<file path="config.mk">
export PLATFORM = sky130hd
export DESIGN_NAME = uart_rx_ctrl_flat
export DESIGN_NICKNAME = d
export VERILOG_FILES = /design/src/rtl/uart_rx_ctrl_if.sv /design/src/rtl/uart_rx_ctrl.sv /design/src/flat_wrapper.sv
export SDC_FILE = /design/constraint.sdc
export NUM_CORES = 1
export LEC_CHECK = 0
export BUFFER_PORTS_ARGS = -buffer_cell sky130_fd_sc_hd__buf_2
export CORE_AREA = 5 5 118 120
export DETAILED_ROUTE_END_ITERATION = 10
export DIE_AREA = 0 0 123 125
export PLACE_DENSITY = 0.75
export SYNTH_ARGS = -nofsm -noshare
export SYNTH_HDL_FRONTEND = slang
export SYNTH_SLANG_ARGS = --single-unit
</file>
<file path="constraint.sdc">
create_clock -name clk_i -period 2.9 [get_ports clk_i]
set_clock_uncertainty 0.15 [all_clocks]
set_input_delay 0.58 -clock clk_i [delete_from_list [all_inputs] [get_ports clk_i]]
set_output_delay 0.58 -clock clk_i [all_outputs]
set_load 0.1 [all_outputs]
</file>
<file path="src/rtl/uart_rx_ctrl_if.sv">
// Signal bundle between the UART receive controller, the receiver strobes and the bus-side consumer.
// The controller connects through the slave modport; the driving side uses master.
interface uart_rx_ctrl_if #(
  parameter int dbits = 8,
  parameter int abits = 4
);
  logic             tick;
  logic             enable;
  logic             rx_done;
  logic [dbits-1:0] rx_data;
  logic             rx_rst;
  logic             rd_en;
  logic [dbits-1:0] rd_data;
  logic             empty;
  logic             full;
  logic [abits:0]   count;
  logic             flush;
  logic             overrun;
  logic             clr_err;
  logic             idle_timeout;

  modport master (
    output tick, enable, rx_done, rx_data, rd_en, flush, clr_err,
    input  rx_rst, rd_data, empty, full, count, overrun, idle_timeout
  );

  modport slave (
    input  tick, enable, rx_done, rx_data, rd_en, flush, clr_err,
    output rx_rst, rd_data, empty, full, count, overrun, idle_timeout
  );
endinterface

</file>
<file path="src/rtl/uart_rx_ctrl.sv">
// UART receive controller: OFF/RUN enable FSM, FWFT character FIFO with sticky overrun,
// and an idle-line timeout that pulses once when buffered data has sat unread.
//
// state | meaning
// OFF   | receiver held in reset, writes blocked, timeout disarmed
// RUN   | receiver running, characters written into the FIFO
module uart_rx_ctrl #(
  parameter int dbits         = 8,
  parameter int abits         = 4,
  parameter int tbits         = 16,
  parameter int timeout_ticks = 640
) (
  input  logic           clk_i,
  input  logic           rst_i,
  uart_rx_ctrl_if.slave  bus_if
);
  localparam int             depth    = 1 << abits;
  localparam logic [abits:0] full_cnt = (abits+1)'(depth);
  localparam logic [tbits-1:0] tc_last = tbits'(timeout_ticks - 1);
  localparam logic [tbits-1:0] tc_fire = tbits'(timeout_ticks - 2);

  typedef enum logic {OFF, RUN} state_t;

  state_t           state_q, state_d;
  logic [abits-1:0] wr_ptr_q, wr_ptr_d, rd_ptr_q, rd_ptr_d;
  logic [abits:0]   count_q, count_d;
  logic             overrun_q, overrun_d;
  logic [tbits-1:0] tmr_q, tmr_d;
  logic             armed_q, armed_d;
  logic             idle_q, idle_d;
  logic [dbits-1:0] mem [depth];

  logic run, is_empty, is_full, rd_ok, wr_ok, drop;

  assign run      = (state_q == RUN);
  assign is_empty = (count_q == '0);
  assign is_full  = (count_q == full_cnt);
  assign rd_ok    = bus_if.rd_en & ~is_empty;
  // A full FIFO still takes a write when a read frees the head slot in the same cycle.
  assign wr_ok    = run & bus_if.rx_done & (~is_full | bus_if.rd_en);
  assign drop     = run & bus_if.rx_done & is_full & ~bus_if.rd_en;

  always_ff @(posedge clk_i or posedge rst_i) begin
    if (rst_i) begin
      state_q   <= OFF;
      wr_ptr_q  <= '0;
      rd_ptr_q  <= '0;
      count_q   <= '0;
      overrun_q <= 1'b0;
      tmr_q     <= '0;
      armed_q   <= 1'b0;
      idle_q    <= 1'b0;
    end else begin
      state_q   <= state_d;
      wr_ptr_q  <= wr_ptr_d;
      rd_ptr_q  <= rd_ptr_d;
      count_q   <= count_d;
      overrun_q <= overrun_d;
      tmr_q     <= tmr_d;
      armed_q   <= armed_d;
      idle_q    <= idle_d;
    end
  end

  always_ff @(posedge clk_i) begin
    if (wr_ok && !bus_if.flush) mem[wr_ptr_q] <= bus_if.rx_data;
  end

  always_comb begin
    state_d   = state_q;
    wr_ptr_d  = wr_ptr_q;
    rd_ptr_d  = rd_ptr_q;
    count_d   = count_q;
    overrun_d = overrun_q;
    tmr_d     = tmr_q;
    armed_d   = armed_q;
    idle_d    = 1'b0;

    if (state_q == OFF) begin
      if (bus_if.enable) state_d = RUN;
    end else begin
      if (!bus_if.enable) state_d = OFF;
    end

    if (bus_if.flush) begin
      wr_ptr_d = '0;
      rd_ptr_d = '0;
      count_d  = '0;
    end else begin
      if (wr_ok) wr_ptr_d = wr_ptr_q + abits'(1);
      if (rd_ok) rd_ptr_d = rd_ptr_q + abits'(1);
      if (wr_ok && !rd_ok)      count_d = count_q + (abits+1)'(1);
      else if (!wr_ok && rd_ok) count_d = count_q - (abits+1)'(1);
    end

    if (drop)                overrun_d = 1'b1;
    else if (bus_if.clr_err) overrun_d = 1'b0;

    // Counter stops at the limit; the detector fires on the tick that reaches it.
    if (!run) begin
      tmr_d   = '0;
      armed_d = 1'b0;
    end else if (bus_if.rx_done) begin
      tmr_d   = '0;
      armed_d = 1'b1;
    end else if (bus_if.tick && tmr_q != tc_last) begin
      tmr_d = tmr_q + tbits'(1);
      if (tmr_q == tc_fire) begin
        idle_d  = armed_q & ~is_empty;
        armed_d = 1'b0;
      end
    end
  end

  assign bus_if.rx_rst       = ~run;
  assign bus_if.rd_data      = mem[rd_ptr_q];
  assign bus_if.empty        = is_empty;
  assign bus_if.full         = is_full;
  assign bus_if.count        = count_q;
  assign bus_if.overrun      = overrun_q;
  assign bus_if.idle_timeout = idle_q;
endmodule
</file>
<file path="src/flat_wrapper.sv">
// flat-port wrapper written by rule: the top's interface ports become plain ports
module uart_rx_ctrl_flat 
#(
  parameter int dbits         = 8,
  parameter int abits         = 4,
  parameter int tbits         = 16,
  parameter int timeout_ticks = 640
)
  (clk_i, rst_i, bus_if_tick, bus_if_enable, bus_if_rx_done, bus_if_rx_data, bus_if_rd_en, bus_if_flush, bus_if_clr_err, bus_if_rx_rst, bus_if_rd_data, bus_if_empty, bus_if_full, bus_if_count, bus_if_overrun, bus_if_idle_timeout);
  uart_rx_ctrl_if #(.dbits(dbits), .abits(abits)) bus_if_i ();
  input  logic clk_i;
  input  logic rst_i;
  input wire logic [$bits(bus_if_i.tick)-1:0] bus_if_tick;
  input wire logic [$bits(bus_if_i.enable)-1:0] bus_if_enable;
  input wire logic [$bits(bus_if_i.rx_done)-1:0] bus_if_rx_done;
  input wire logic [$bits(bus_if_i.rx_data)-1:0] bus_if_rx_data;
  input wire logic [$bits(bus_if_i.rd_en)-1:0] bus_if_rd_en;
  input wire logic [$bits(bus_if_i.flush)-1:0] bus_if_flush;
  input wire logic [$bits(bus_if_i.clr_err)-1:0] bus_if_clr_err;
  output wire logic [$bits(bus_if_i.rx_rst)-1:0] bus_if_rx_rst;
  output wire logic [$bits(bus_if_i.rd_data)-1:0] bus_if_rd_data;
  output wire logic [$bits(bus_if_i.empty)-1:0] bus_if_empty;
  output wire logic [$bits(bus_if_i.full)-1:0] bus_if_full;
  output wire logic [$bits(bus_if_i.count)-1:0] bus_if_count;
  output wire logic [$bits(bus_if_i.overrun)-1:0] bus_if_overrun;
  output wire logic [$bits(bus_if_i.idle_timeout)-1:0] bus_if_idle_timeout;
  assign bus_if_i.tick = bus_if_tick;
  assign bus_if_i.enable = bus_if_enable;
  assign bus_if_i.rx_done = bus_if_rx_done;
  assign bus_if_i.rx_data = bus_if_rx_data;
  assign bus_if_i.rd_en = bus_if_rd_en;
  assign bus_if_i.flush = bus_if_flush;
  assign bus_if_i.clr_err = bus_if_clr_err;
  assign bus_if_rx_rst = bus_if_i.rx_rst;
  assign bus_if_rd_data = bus_if_i.rd_data;
  assign bus_if_empty = bus_if_i.empty;
  assign bus_if_full = bus_if_i.full;
  assign bus_if_count = bus_if_i.count;
  assign bus_if_overrun = bus_if_i.overrun;
  assign bus_if_idle_timeout = bus_if_i.idle_timeout;
  uart_rx_ctrl #(.dbits(dbits), .abits(abits), .tbits(tbits), .timeout_ticks(timeout_ticks)) u_core (.clk_i(clk_i), .rst_i(rst_i), .bus_if(bus_if_i));
endmodule
</file>
**Yosys cells after proc, flatten, opt, wreduce, memory -nomap -nowiden**

Memory sizes are Yosys's and may differ from the RTL's.
Cells that the tools add are included.

- Flip-flop bits (word level): 33
- Bits in writable memories: 128
- Bits of input ports: 16
- Output and inout port bits: 18
- Logic and storage cells: 66
- Memories kept: 1

Memories:

| name | words | width | read ports | clocked after Yosys merged registers in | write ports | line | RTL |
|---|---|---|---|---|---|---|---|
| u_core.mem | 16 | 8 | 1 | 0 | 1 | uart_rx_ctrl.sv:31 | `logic [dbits-1:0] mem [depth];` |

- $add $sub $neg: 5
- Equality and inequality tests: 5
- Muxes and demuxes: 23
- Bitwise operators: 11
- Reductions and logical operators: 13

Operators with widths:

| kind | number |
|---|---|
| $mux W16 | 3 |
| $add A16 B1 Y16 const B | 1 |
| $eq A16 B10 Y1 const B | 1 |
| $mux W4 | 4 |
| $ne A16 B10 Y1 const B | 1 |
| $mux W5 | 3 |
| $mux W1 | 13 |
| $add A4 B1 Y4 const B | 2 |
| $and A1 B1 Y1 | 6 |
| $ne A3 B3 Y1 const B | 2 |
| $reduce_bool A2 Y1 | 3 |
| $add A5 B1 Y5 const B | 1 |
| $eq A5 B5 Y1 const B | 1 |
| $logic_not A5 Y1 | 1 |
| $sub A5 B1 Y5 const B | 1 |
| $logic_and A1 B1 Y1 | 4 |
| $not A1 Y1 | 4 |
| $logic_not A1 Y1 | 3 |
| $reduce_bool A3 Y1 | 1 |
| $reduce_and A2 Y1 | 1 |
| $or A1 B1 Y1 | 1 |

**Longest topological paths before layout**

- Depth after elaboration: 9
- Depth in mapped cells: 9
- Mapped depth without buffers: 8

**Worst setup path before layout**

OpenSTA, ideal clock, no wires.

- Path kind: reg2out
- Start point: register u_core.count_q[1], in the netlist u_core.bus_if.count[1]
- End point: output bus_if_empty
- Arrival: 2.848 ns
- Required time: 2.170 ns
- Slack: -0.678 ns
- Cell stages (with the launch flop): 4
- Buffers on the path: 1
- Cell sequence: dfrtp_1 > or4_1 > clkbuf_1 > nor2_1

- Longest elaborated chain between the ends: 1

RTL lines:

| what | line | RTL |
|---|---|---|
| from (decl) | uart_rx_ctrl.sv:26 | `logic [abits:0] count_q, count_d;` |
| from (signal assigned) | uart_rx_ctrl.sv:57 | `count_q <= count_d;` |
| $logic_not A5 Y1 | uart_rx_ctrl.sv:36 | `assign is_empty = (count_q == '0);` |
| to (decl) | flat_wrapper.sv:22 | `output wire logic [$bits(bus_if_i.empty)-1:0] bus_if_empty;` |

Every way passes these cells.

**Worst setup path in the final report**

- Start point: register u_core.rd_ptr_q[0]
- End point: output bus_if_rd_data[1]

- Longest elaborated chain between the ends: 1

RTL lines:

| what | line | RTL |
|---|---|---|
| from (decl) | uart_rx_ctrl.sv:25 | `logic [abits-1:0] wr_ptr_q, wr_ptr_d, rd_ptr_q, rd_ptr_d;` |
| from (signal assigned) | uart_rx_ctrl.sv:56 | `rd_ptr_q <= rd_ptr_d;` |
| $mem_v2 Z16 W8 | n/a |  |
| to (decl) | flat_wrapper.sv:21 | `output wire logic [$bits(bus_if_i.rd_data)-1:0] bus_if_rd_data;` |

Every way passes these cells.

==> flow_metrics.py <==
metrics = {
    "synthesis": {
        "synth_edf_count": 128,
        "syn_area_mm2": 0.00689,
        "synthTopCellsByArea": "edfxtp_1, dfrtp_1, mux4_2, ha_1, a22oi_1",
        "synthFlopType": "edfxtp_1",
        "synth_fa_ha_area_share_pct": 2.29,
        "synth-simple-area-share_pct": 9.27,
        "synthCells": 437,
        "synthMuxAreaShare_pct": 11.5,
        "synth-xor-area-share_pct": 1.27,
        "yosys.area.top_type": "edfxtp_1",
        "async_reset_ff_share_pct": 20.5,
        "yosysWarnings": 0,
        "synth_nets": 465,
        "yosysTopAreaCellShare_pct": 55.8,
        "synth_compound_area_share_pct": 5.95,
        "synth_top_family_by_area": "multiplexers",
        "synth-seq-cells": 161,
        "ys_types": 47,
        "seq_area_frac_synth_pct": 67.7,
        "avgSynthCellArea_um2": 15.8,
    },
    "grt": {
        "grt_overflow": 0,
        "grt_pass1_wl_um": 22700,
        "grt_max_degree": 24,
        "antenna_found_initial": 0,
        "first_global_vias": 4162,
        "track_usage_pct": 19.6,
    },
    "timing": {
        "rsz0062_at_grt": "true",
        "setup_viol": 0,
        "relSlewSlack_pct": 54.5,
        "fin_crit_ps": 2890,
        "timing.final.crit_share_pct": 99.5,
        "worstMarginPinSlew_ps": 682,
        "drv_slew": 0,
        "whs_ps": 108,
        "setup_tns_ps": 0,
        "max_clock_freq_mhz": 347,
        "finalHoldViolations": 0,
    },
    "pwr": {
        "peakVddDrop_mv": 0.817,
        "leakagePower_nw": 2.87,
        "power_density_mw_per_mm2": 820,
    },
    "finish": {
        "n_antenna_cell": 0,
        "mostFrequentLayoutCells": "edfxtp_1, mux4_2, nor2_1",
        "nets": 524,
        "layout_commonest_cell": "edfxtp_1",
        "fin_util_pct": 63.6,
        "final.fill_count": 911,
        "syn_to_final_growth_pct": 18.8,
        "instances_no_fill": 685,
        "drive_gt1_share_pct": 32.6,
    },
    "place": {
        "place_inst": 652,
        "gp_congestion": 0.845,
        "numPortBuffers": 33,
        "dp_hpwl_um": 9000,
    },
    "clock_tree": {
        "clk_pin_slew_ps": 60,
        "clock_latency_ps": 420,
        "cts-root-buf": "clkbuf_16",
        "cts.sinks": 161,
        "clk_path_buf_depth": 2,
        "numCtsBuffers": 17,
        "cts_tree": "built",
        "cts_hold_buf": 0,
        "cts-htree-levels": 4,
    },
    "die": {
        "core_area_mm2": 0.0129,
        "boundaryPins": 34,
        "die_w_um": 123,
        "chipHeight_um": 125,
        "fp.dieArea_mm2": 0.0154,
        "rows": 42,
        "start_util_pct": 53.5,
    },
    "setup_path": {
        "cp_max_fo": 12,
        "cp-end-kind": "output port",
        "required_ps": 2170,
        "startpoint_type": "flip-flop",
        "cp_data_arrival_time_ps": 2160,
        "critPathKind": "reg2out",
    },
    "routing": {
        "postRouteAntennaNets": 0,
        "drt_drc_violations_left": 0,
        "avgRoutedWirePerCell_um": 20.2,
        "highest_layer": "met4",
        "wl_met2_um": 6910,
        "vias": 3985,
        "first_iter_violations": 263,
        "viasPerCell": 5.82,
        "wl_met3_um": 661,
        "firstDrtPassIters": 5,
        "wl_met1_um": 6050,
        "wl_um": 13800,
    },
    "hold_path": {
        "hold_path_class": "in2async",
    },
    "flow_run": {
        "drv_cap": 0,
    },
    "outcome": {
        "status": "finished clean",
    },
}
## worst max-delay path, stage by stage (launching register included)
cell and delay, ps:
dfrtp_2 460, buf_12 190, mux4_2 520, a22oi_2 280, nand2_2 100, buf_6 200
## where the power goes
part / internal [mW] / total [mW] / switching (mW)
clock network: 1.26 / 2.13 / 0.869
registers: 2.56 / 2.65 / 0.0903
logic: 0.700 / 1.94 / 1.24
## path summary, 6_finish.rpt
check                                                   start                            endpoint  slack, ps  depth (start not counted)
max in group asynchronous                               rst_i         u_core.tmr_q[4]$_DFFE_PP0P_       1820                          3
min                                                     rst_i   u_core.bus_if.overrun$_DFFE_PP0P_        110                          2
max                            u_core.rd_ptr_q[0]$_DFFE_PP0P_                   bus_if_rd_data[1]         10                          5
max reg2reg                u_core.bus_if.count[3]$_DFFE_PP0P_  u_core.bus_if.count[4]$_DFFE_PP0P_        150                          8
min reg2reg                 u_core.bus_if.overrun$_DFFE_PP0P_   u_core.bus_if.overrun$_DFFE_PP0P_        380                          2
min in group clk_i                              bus_if_enable                u_core.run$_DFF_PP0_        120                          1
## sequential cells by signal, summed over array words and instances, names as in the netlist
name and cells:
u_core.bus_if.count 5, u_core.bus_if.overrun 1, u_core.rd_ptr_q 4, u_core.wr_ptr_q 4, u_core.run 1, u_core.mem 128
u_core.armed_q 1, u_core.tmr_q 16, u_core.bus_if.idle_timeout 1
## cells by family after synthesis
logic type,count (synthesis)
compound gates,61
buf+inv,34
flops,161
mux,39
xor+xnor,10
fa+ha+maj,12
simple gates,120
## layout make-up
type	instances	area, µm²	area share (%)
flip-flops and latches	161	4680	57.2
repair buffers	63	480	5.87
multi-input cells	242	2200	26.9
clock inverters	14	136	1.67
well taps	176	220	2.69
inverters	11	41.3	0.504
clock buffers	18	429	5.24
## per-layer routing
metal  track usage (%)  up-vias
met5                 0        -
met4              6.97        0
met3              4.61       17
met2              30.2      123
met1              27.6     2007
li1                  -     1838
## stage by stage
stage | instance area (µm²) | worst slack, ps | total power [mW]
final | 8190 | 14.9 | 6.71
after global routing | 8190 | -80.2 | 7.01
after CTS | 8140 | 3.93 | 6.72
after detailed placement | 7480 | 129 | 4.51
after global placement | 7480 | 153 | 4.46
after floorplan | 6940 | -4.27 | 4.09
## timing repair
item / in CTS / in global routing
resized for setup: 21 / 13
cloned: 0 / 0
endpoints found under the setup margin: 9 / 9
pin swaps: 1 / 3
setup buffers: 1 / 0
## synthesized netlist by cell type (2+ instances only)
cell / count
edfxtp_1: 128
dfrtp_1: 33
mux4_2: 32
nor2_1: 31
nand2_1: 27
a22oi_1: 16
clkbuf_1: 15
a21oi_1: 13
o21ai_0: 12
ha_1: 11
inv_1: 11
nand4_1: 10
nand3_1: 9
or3_1: 9
xor2_1: 6
and3_1: 5
nor2b_1: 5
o211ai_1: 5
or4_1: 5
a211oi_1: 4
buf_2: 4
mux2_2: 4
nor3_1: 4
xnor2_1: 4
a21o_1: 3
buf_1: 3
mux2i_1: 3
nand2b_1: 3
nor4_2: 3
and4_1: 2
(Power assumes the default switching activity.)
